[config.mk]
export PLATFORM = sky130hd
export DESIGN_NAME = consec_seq_gen
export DESIGN_NICKNAME = d
export VERILOG_FILES = /design/src/rtl/consec_seq_gen.sv
export SDC_FILE = /design/constraint.sdc
export NUM_CORES = 1
export LEC_CHECK = 0
export ABC_AREA = 1
export CORE_UTILIZATION = 40
export CTS_CLUSTER_SIZE = 24
export DETAILED_ROUTE_END_ITERATION = 8
export PLACE_DENSITY = 0.6
export SLEW_MARGIN = 15
export SYNTH_ARGS = -nofsm -noshare
export SYNTH_HDL_FRONTEND = slang
export SYNTH_SLANG_ARGS = --single-unit
[constraint.sdc]
create_clock -name clk -period 1.9 [get_ports clk]
set_clock_uncertainty 0.05 [all_clocks]
set_input_delay 0.38 -clock clk [delete_from_list [all_inputs] [get_ports clk]]
set_output_delay 0.38 -clock clk [all_outputs]
set_load 0.05 [all_outputs]
[src/rtl/consec_seq_gen.sv]
// Stimulus generator for "a |=> b[*N]": pulses a, holds b for N cycles, then pulses done.
// Optional macro FAULT_INJECT_EN adds fault_en/fault_at to drop b in one HOLD cycle.
module consec_seq_gen #(
    parameter int REP_W   = 4,
    parameter int DEF_REP = 3
) (
    input  logic             clk,
    input  logic             rst_n,
    input  logic             start,
    input  logic             start_def,
    input  logic [REP_W-1:0] rep_cnt,
`ifdef FAULT_INJECT_EN
    input  logic             fault_en,
    input  logic [REP_W-1:0] fault_at,
`endif
    output logic             a,
    output logic             b,
    output logic             busy,
    output logic             done
);

    typedef enum logic [1:0] {
        IDLE = 2'd0,
        TRIG = 2'd1,
        HOLD = 2'd2,
        DONE = 2'd3
    } state_t;

    localparam logic [REP_W-1:0] DEF_N = REP_W'(DEF_REP);

    state_t           state_q, state_d;
    logic [REP_W-1:0] n_q, n_d;
    logic [REP_W-1:0] cnt_q, cnt_d;
    logic             a_q, a_d;
    logic             b_q, b_d;
    logic             busy_q, busy_d;
    logic             done_q, done_d;
    logic             drop_first;
    logic             drop_next;

`ifdef FAULT_INJECT_EN
    logic             fen_q, fen_d;
    logic [REP_W-1:0] fat_q, fat_d;

    // b is dropped when the upcoming HOLD index matches the latched fault index
    always_comb begin
        drop_first = fen_q && (fat_q == '0);
        drop_next  = fen_q && (fat_q == (n_q - cnt_q));
    end
`else
    // b is never dropped inside HOLD
    always_comb begin
        drop_first = 1'b0;
        drop_next  = 1'b0;
    end
`endif

    // next-state and next-output decode; outputs describe the cycle after the edge
    always_comb begin
        state_d = state_q;
        n_d     = n_q;
        cnt_d   = cnt_q;
        a_d     = 1'b0;
        b_d     = 1'b0;
        busy_d  = 1'b0;
        done_d  = 1'b0;
`ifdef FAULT_INJECT_EN
        fen_d   = fen_q;
        fat_d   = fat_q;
`endif
        unique case (state_q)
            IDLE, DONE: begin
                if (start) begin
                    state_d = TRIG;
                    n_d     = start_def ? DEF_N : rep_cnt;
                    a_d     = 1'b1;
                    busy_d  = 1'b1;
`ifdef FAULT_INJECT_EN
                    fen_d   = fault_en;
                    fat_d   = fault_at;
`endif
                end else begin
                    state_d = IDLE;
                end
            end
            TRIG: begin
                if (n_q != '0) begin
                    state_d = HOLD;
                    cnt_d   = n_q - 1'b1;
                    b_d     = !drop_first;
                    busy_d  = 1'b1;
                end else begin
                    state_d = DONE;
                    done_d  = 1'b1;
                end
            end
            HOLD: begin
                if (cnt_q == '0) begin
                    state_d = DONE;
                    done_d  = 1'b1;
                end else begin
                    cnt_d  = cnt_q - 1'b1;
                    b_d    = !drop_next;
                    busy_d = 1'b1;
                end
            end
        endcase
    end

    // state, counter and registered outputs
    always_ff @(posedge clk or negedge rst_n) begin
        if (!rst_n) begin
            state_q <= IDLE;
            n_q     <= '0;
            cnt_q   <= '0;
            a_q     <= 1'b0;
            b_q     <= 1'b0;
            busy_q  <= 1'b0;
            done_q  <= 1'b0;
`ifdef FAULT_INJECT_EN
            fen_q   <= 1'b0;
            fat_q   <= '0;
`endif
        end else begin
            state_q <= state_d;
            n_q     <= n_d;
            cnt_q   <= cnt_d;
            a_q     <= a_d;
            b_q     <= b_d;
            busy_q  <= busy_d;
            done_q  <= done_d;
`ifdef FAULT_INJECT_EN
            fen_q   <= fen_d;
            fat_q   <= fat_d;
`endif
        end
    end

    assign a    = a_q;
    assign b    = b_q;
    assign busy = busy_q;
    assign done = done_q;

endmodule

==> results of run 1 <==
==> cell usage after synthesis <==
master     n  area share, %
nor2_2     1           0.85
nand3_2    2            2.7
nand2_2    2            1.7
nand4_1    1           0.85
nand2_1   24             12
xor2_1     1            1.2
buf_6      1            1.5
o21ai_1    1           0.68
dfrtp_1   14             47
inv_2      1           0.51
clkinv_1   1           0.51
or2_4      1            1.2
o21ai_2    1            1.2
a21oi_1    3            2.0
nor2_1     6            3.1
nand3_1    5            3.4
ha_1       3            5.1
inv_1     14            7.1
o21ai_0   10            6.8
==> cells by family after synthesis <==
kind of cell	count (synthesis)	synth area share, %
AND/OR/NAND/NOR	42	25.9
XOR/XNOR	1	1.19
AO/OA/AOI/OAI	15	10.7
buffers and inverters	17	9.66
flip-flops	14	47.5
adder cells (fa/ha/maj)	3	5.09
==> state kept, by name, summed over array words and instances (netlist names) <==
register and cells:
cnt_q 4, n_q 4, state_q 2, a 1, b 1, busy 1
done 1
==> power by group <==
part | switching, mW | internal [mW] | leakage, nW
Combinational | 0.648 | 0.364 | 0.269
Sequential | 0.0757 | 0.445 | 0.175
Clock | 0.0950 | 0.0734 | 0.0138
==> area by class of cell <==
type	instances	area (um^2)
clock buffer	3	22.5
fill	177	828
inverter	16	60.1
multi-input combinational	61	317
sequential	14	350
tap	25	31.3
timing repair buffer	12	118
==> how the worst max path moves through the flow <==
stage,start,end,slack [ns],cells past startpoint
after floorplan,state_q[0]$_DFFE_PN0P_,cnt_q[2]$_DFFE_PN0P_,0.47,9
after global placement,state_q[0]$_DFFE_PN0P_,cnt_q[2]$_DFFE_PN0P_,0.33,8
after detailed placement,state_q[0]$_DFFE_PN0P_,cnt_q[2]$_DFFE_PN0P_,0.28,8
after CTS,a$_DFF_PN0_,a,0.04,1
after global routing,a$_DFF_PN0_,a,0.04,1
final,a$_DFF_PN0_,a,0.05,1
==> metrics by stage <==
step / utilization (%) / worst slack (ns) / instance area [um^2]
after CTS: 52.0 / 0.0430 / 898
after global routing: 52.0 / 0.0357 / 898
after floorplan: - / 0.468 / 738
after detailed placement: 50.7 / 0.280 / 876
final: 52.0 / 0.0531 / 898
after global placement: 50.7 / 0.332 / 876
==> routing by layer <==
layer	share of wire [%]	up-vias	wire length, um	GRT usage, %
met5	0	-	0	0
met4	2.4	0	34	9.09
met3	2.1	4	30	3.60
met2	49	6	699	27.2
met1	47	276	671	19.7
li1	-	316	-	-
==> run metrics, run 1 <==
list of cells traversed by the critical path clkdlybuf4s50_1; library cells used by synthesis 19; Post-CTS Setup Repair Bufs 0; CP max-delay cell clkdlybuf4s50_1; Resized cells post-CTS 0; Max-Slew Margin vs Limit 66.7%; status finished clean; maximum buffer depth of the clock tree 2; total length of routed wires 1.44 mm; count of synthesis-stage warnings from yosys 0; power per cell area 1890 nW/um^2; worst stage delay on the critical path 0.80 ns; RSZ-0062 raised after global routing no; clk sink count 14; Die ar. 2020 um^2; crit path max fanout 1; die extent in x 45.0 um; number of DRC markers after the initial detailed-route iteration 9; share of post-route cells with drive strength above 1 11.3%; sequential element share of the synthesized area 47.5%; post-detailed-route DRC marker count 0; maxcap violations 0; Inserted Clock Buffers 3; total power 1.70 mW; leakage component of the power 0.459 nW; required time worst endpoint 1.47 ns; cell area after synthesis 738 um^2; Critical R2R Capture cnt_q[2]$_DFFE_PN0P_; Via-to-Cell Ratio 4.60; ratio of final minimum period to clock period 97.2%; critical path buffer and inverter count 1; # placed instances 128; post-synth net total 103; R2R depth 8; core outline area 1730 um^2; antenna-violating nets left 0; peak supply drop 0.000860 V; number of register bits inferred by synthesis 14; synthesized instance count 92; Tightest Pin Transition 0.498 ns; number of standard-cell rows in the floorplan 15; cell family with the largest share of critical-path delay buffers and inverters; Initial Utilization 42.8%; final non-filler cell total 131; total via count in the routed design 602; type of element capturing the critical path output pin; clk_lat worst skew 0.28 ns; total negative slack 0 ns; global-route wire length before repair 2.33 mm; count of buffers from port buffering 11; Crit Path Category flop to output pin; kind of start point of the critical path flop; hold buffer count at CTS 0; TritonRoute pass-1 iters 4; Critical Path AT 1.42 ns; flop-to-flop setup slack 0.28 ns; vias in the first global route 540; number of failing hold endpoints at the final stage 0; worst slack on hold paths 0.359 ns; clock tree from TritonCTS built; final count of pins violating max slew 0; Clk Tree Root Cell clkbuf_4; number of nets in the finished design 119; P&R area growth vs syn 21.7%; half-perimeter wire length after detailed placement 1.14 mm; I/O Pins 12; diodes inserted 0; clock-pin slew on the worst setup and hold paths 0.09 ns; y dimension of the die 45.0 um; launch instance of the worst register-to-register path state_q[0]$_DFFE_PN0P_; antenna violations before repair 0; routed wire length per instance 11.0 um; global placer's final weighted congestion 0.759; maximum number of pins on one net before global-route repair 15; most common cell after layout, fill and taps aside nand2_1; total of endpoints with negative setup slack in the final report 0; achievable clock frequency 0.541 GHz; time the final worst path needs with I/O delays and setup 1.85 ns; worst min path class input pin to async pin; commonest cells after routing, fill and taps aside nand2_1, inv_1, dfrtp_1; post-synthesis average cell area 8.02 um^2; H-tree depth 1; overall routing resource usage 16.5%; overflow left after global routing 0
(Power assumes the default switching activity.)
==> run 2: changes to the inputs <==
--- a/config.mk
+++ b/config.mk
@@ -6,10 +6,11 @@
 export NUM_CORES = 1
 export LEC_CHECK = 0
 export ABC_AREA = 1
-export CORE_UTILIZATION = 40
+export CORE_UTILIZATION = 50
 export CTS_CLUSTER_SIZE = 24
 export DETAILED_ROUTE_END_ITERATION = 8
-export PLACE_DENSITY = 0.6
+export MAX_ROUTING_LAYER = met4
+export PLACE_DENSITY = 0.72
 export SLEW_MARGIN = 15
 export SYNTH_ARGS = -nofsm -noshare
 export SYNTH_HDL_FRONTEND = slang
==> constraint.sdc (replaced) <==
create_clock -name clk -period 1.9 [get_ports clk]
set_clock_uncertainty 0.05 [all_clocks]
set_input_delay 0.38 -clock clk [delete_from_list [all_inputs] [get_ports clk]]
set_output_delay 0.38 -clock clk [all_outputs]
set_load 0.005 [all_outputs]
==> run 2 against run 1 <==
Net effect: setup slack better by 0.21 ns; first-iteration DRC count up 44%; sequential power about the same; cell area up 0.14%; worst hold slack worse by 0.0034 ns; non-clock buffer count unchanged; register-to-register slack worse by 0.02 ns.
==> run metrics, run 2 (synthesized netlist as in run 1, its figures left out) <==
registers with the most flip-flops cnt_q: 4 flops, n_q: 4 flops, state_q: 2 flops; relative contribution of combinational cells to total power 55.2%; ratio of final minimum period to clock period 86.1%; kind of start point of the critical path flop; antenna-violating nets left 0; Initial Utilization 55.3%; Resized cells post-CTS 0; switching pwr 0.709 mW; leakage component of the power 0.466 nW; peak supply drop 0.000918 V; switching fraction of total power 43.4%; area taken by multi-input logic gates 317 um^2; clock-pin slew on the worst setup and hold paths 0.08 ns; crit path max fanout 10; list of cells traversed by the critical path inv_1 -> ha_1 -> inv_2 -> nand2_1 -> nand2_2 -> ha_1 -> xor2_1 -> o21ai_1; total via count in the routed design 607; cell family with the largest share of critical-path delay adder cells; maximum number of pins on one net before global-route repair 15; overflow left after global routing 0; achievable clock frequency 0.611 GHz; Crit Path Category flop to flop; most common cell after layout, fill and taps aside nand2_1; Routed met2 length 592 um; number of standard-cell rows in the floorplan 13; time the final worst path needs with I/O delays and setup 1.64 ns; M1 wire length 622 um; y dimension of the die 40.4 um; die extent in x 40.4 um; TritonRoute pass-1 iters 4; Critical Path AT 1.80 ns; clk_lat worst skew 0.28 ns; placement-stage cell area 863 um^2; maximum buffer depth of the clock tree 2; CP max-delay cell dfrtp_1; overall routing resource usage 22.1%; clock network power share 13.1%; share of post-route cells with drive strength above 1 12.1%; I/O Pins 12; FILL cells 113; number of nets in the finished design 119; diodes inserted 0; clk sink count 14; number of DRC markers after the initial detailed-route iteration 13; Max-Slew Margin vs Limit 79.1%; clock tree from TritonCTS built; number of failing hold endpoints at the final stage 0; power per cell area 1820 nW/um^2; R2R depth 8; vias in the first global route 528; P&R area growth vs syn 21.9%; Via-to-Cell Ratio 4.98; type of element capturing the critical path flop; total power 1.64 mW; critical path buffer and inverter count 2; Crit path top cell by count ha_1; total length of routed wires 1.30 mm; half-perimeter wire length after detailed placement 997 um; Critical R2R Capture cnt_q[2]$_DFFE_PN0P_; post-route design area 900 um^2; global-route wire length before repair 2.22 mm; worst stage delay on the critical path 0.40 ns; worst slack on hold paths 0.356 ns; commonest cells after routing, fill and taps aside nand2_1, inv_1, dfrtp_1; count of buffers from port buffering 11; total of endpoints with negative setup slack in the final report 0; worst min path class input pin to async pin; Post-CTS Setup Repair Bufs 0; met3 wire length 71 um; Die ar. 1630 um^2; maxcap violations 0; internal power of the cells 0.926 mW; post-detailed-route DRC marker count 0; status finished clean; routed wire length per instance 10.7 um; required time worst endpoint 2.06 ns; total negative slack 0 ns; Inserted Clock Buffers 3; Reg power frac 31.7%; H-tree depth 1; hold buffer count at CTS 0; final count of pins violating max slew 0; Tightest Pin Transition 0.314 ns; core outline area 1330 um^2; launch instance of the worst register-to-register path state_q[0]$_DFFE_PN0P_; Core Util, Final 67.4%; Clk Tree Root Cell clkbuf_4; flop-to-flop setup slack 0.26 ns; RSZ-0062 raised after global routing no; combined flip-flop and latch cell area 350 um^2; global placer's final weighted congestion 0.870; Top Layer Used met4; antenna violations before repair 0
[run 2: power groups by stage]
stage	Clock [mW]	Sequential (mW)	Combinational, mW
finish	0.214	0.518	0.903
global route	0.236	0.537	1.04
CTS	0.220	0.518	0.907
detailed placement	0	0.525	0.901
global placement	0	0.522	0.881
floorplan	0	0.512	0.703
[run 2: through the flow]
| stage | setup slack, ns | cells |
|---|---|---|
| finish | 0.264 | 122 |
| global route | 0.104 | 122 |
| detailed placement | 0.295 | 118 |
| global placement | 0.338 | 118 |
| floorplan | 0.468 | 92 |
| CTS | 0.277 | 122 |
[run 2: layer usage]
layer,track usage [%],vias up
li1,-,319
met1,28.0,268
met2,31.0,18
met3,6.67,2
met4,12.5,0
met5,-,-
[run 2: cell type report]
| type | instances | area share [%] |
|---|---|---|
| sequential | 14 | 38.9 |
| multi-input combinational | 61 | 35.2 |
| timing repair buffer | 12 | 13.1 |
| inverter | 16 | 6.68 |
| clock buffer | 4 | 4.03 |
| tap | 15 | 2.09 |
[run 2: worst max-delay path by stage]
stage                                 to  depth (start not counted)                   start
detailed placement  cnt_q[2]$_DFFE_PN0P_                          8  state_q[0]$_DFFE_PN0P_
global route        cnt_q[2]$_DFFE_PN0P_                          8  state_q[0]$_DFFE_PN0P_
floorplan           cnt_q[2]$_DFFE_PN0P_                          9  state_q[0]$_DFFE_PN0P_
CTS                 cnt_q[1]$_DFFE_PN0P_                          7  state_q[0]$_DFFE_PN0P_
finish              cnt_q[2]$_DFFE_PN0P_                          8  state_q[0]$_DFFE_PN0P_
global placement    cnt_q[2]$_DFFE_PN0P_                          8  state_q[0]$_DFFE_PN0P_
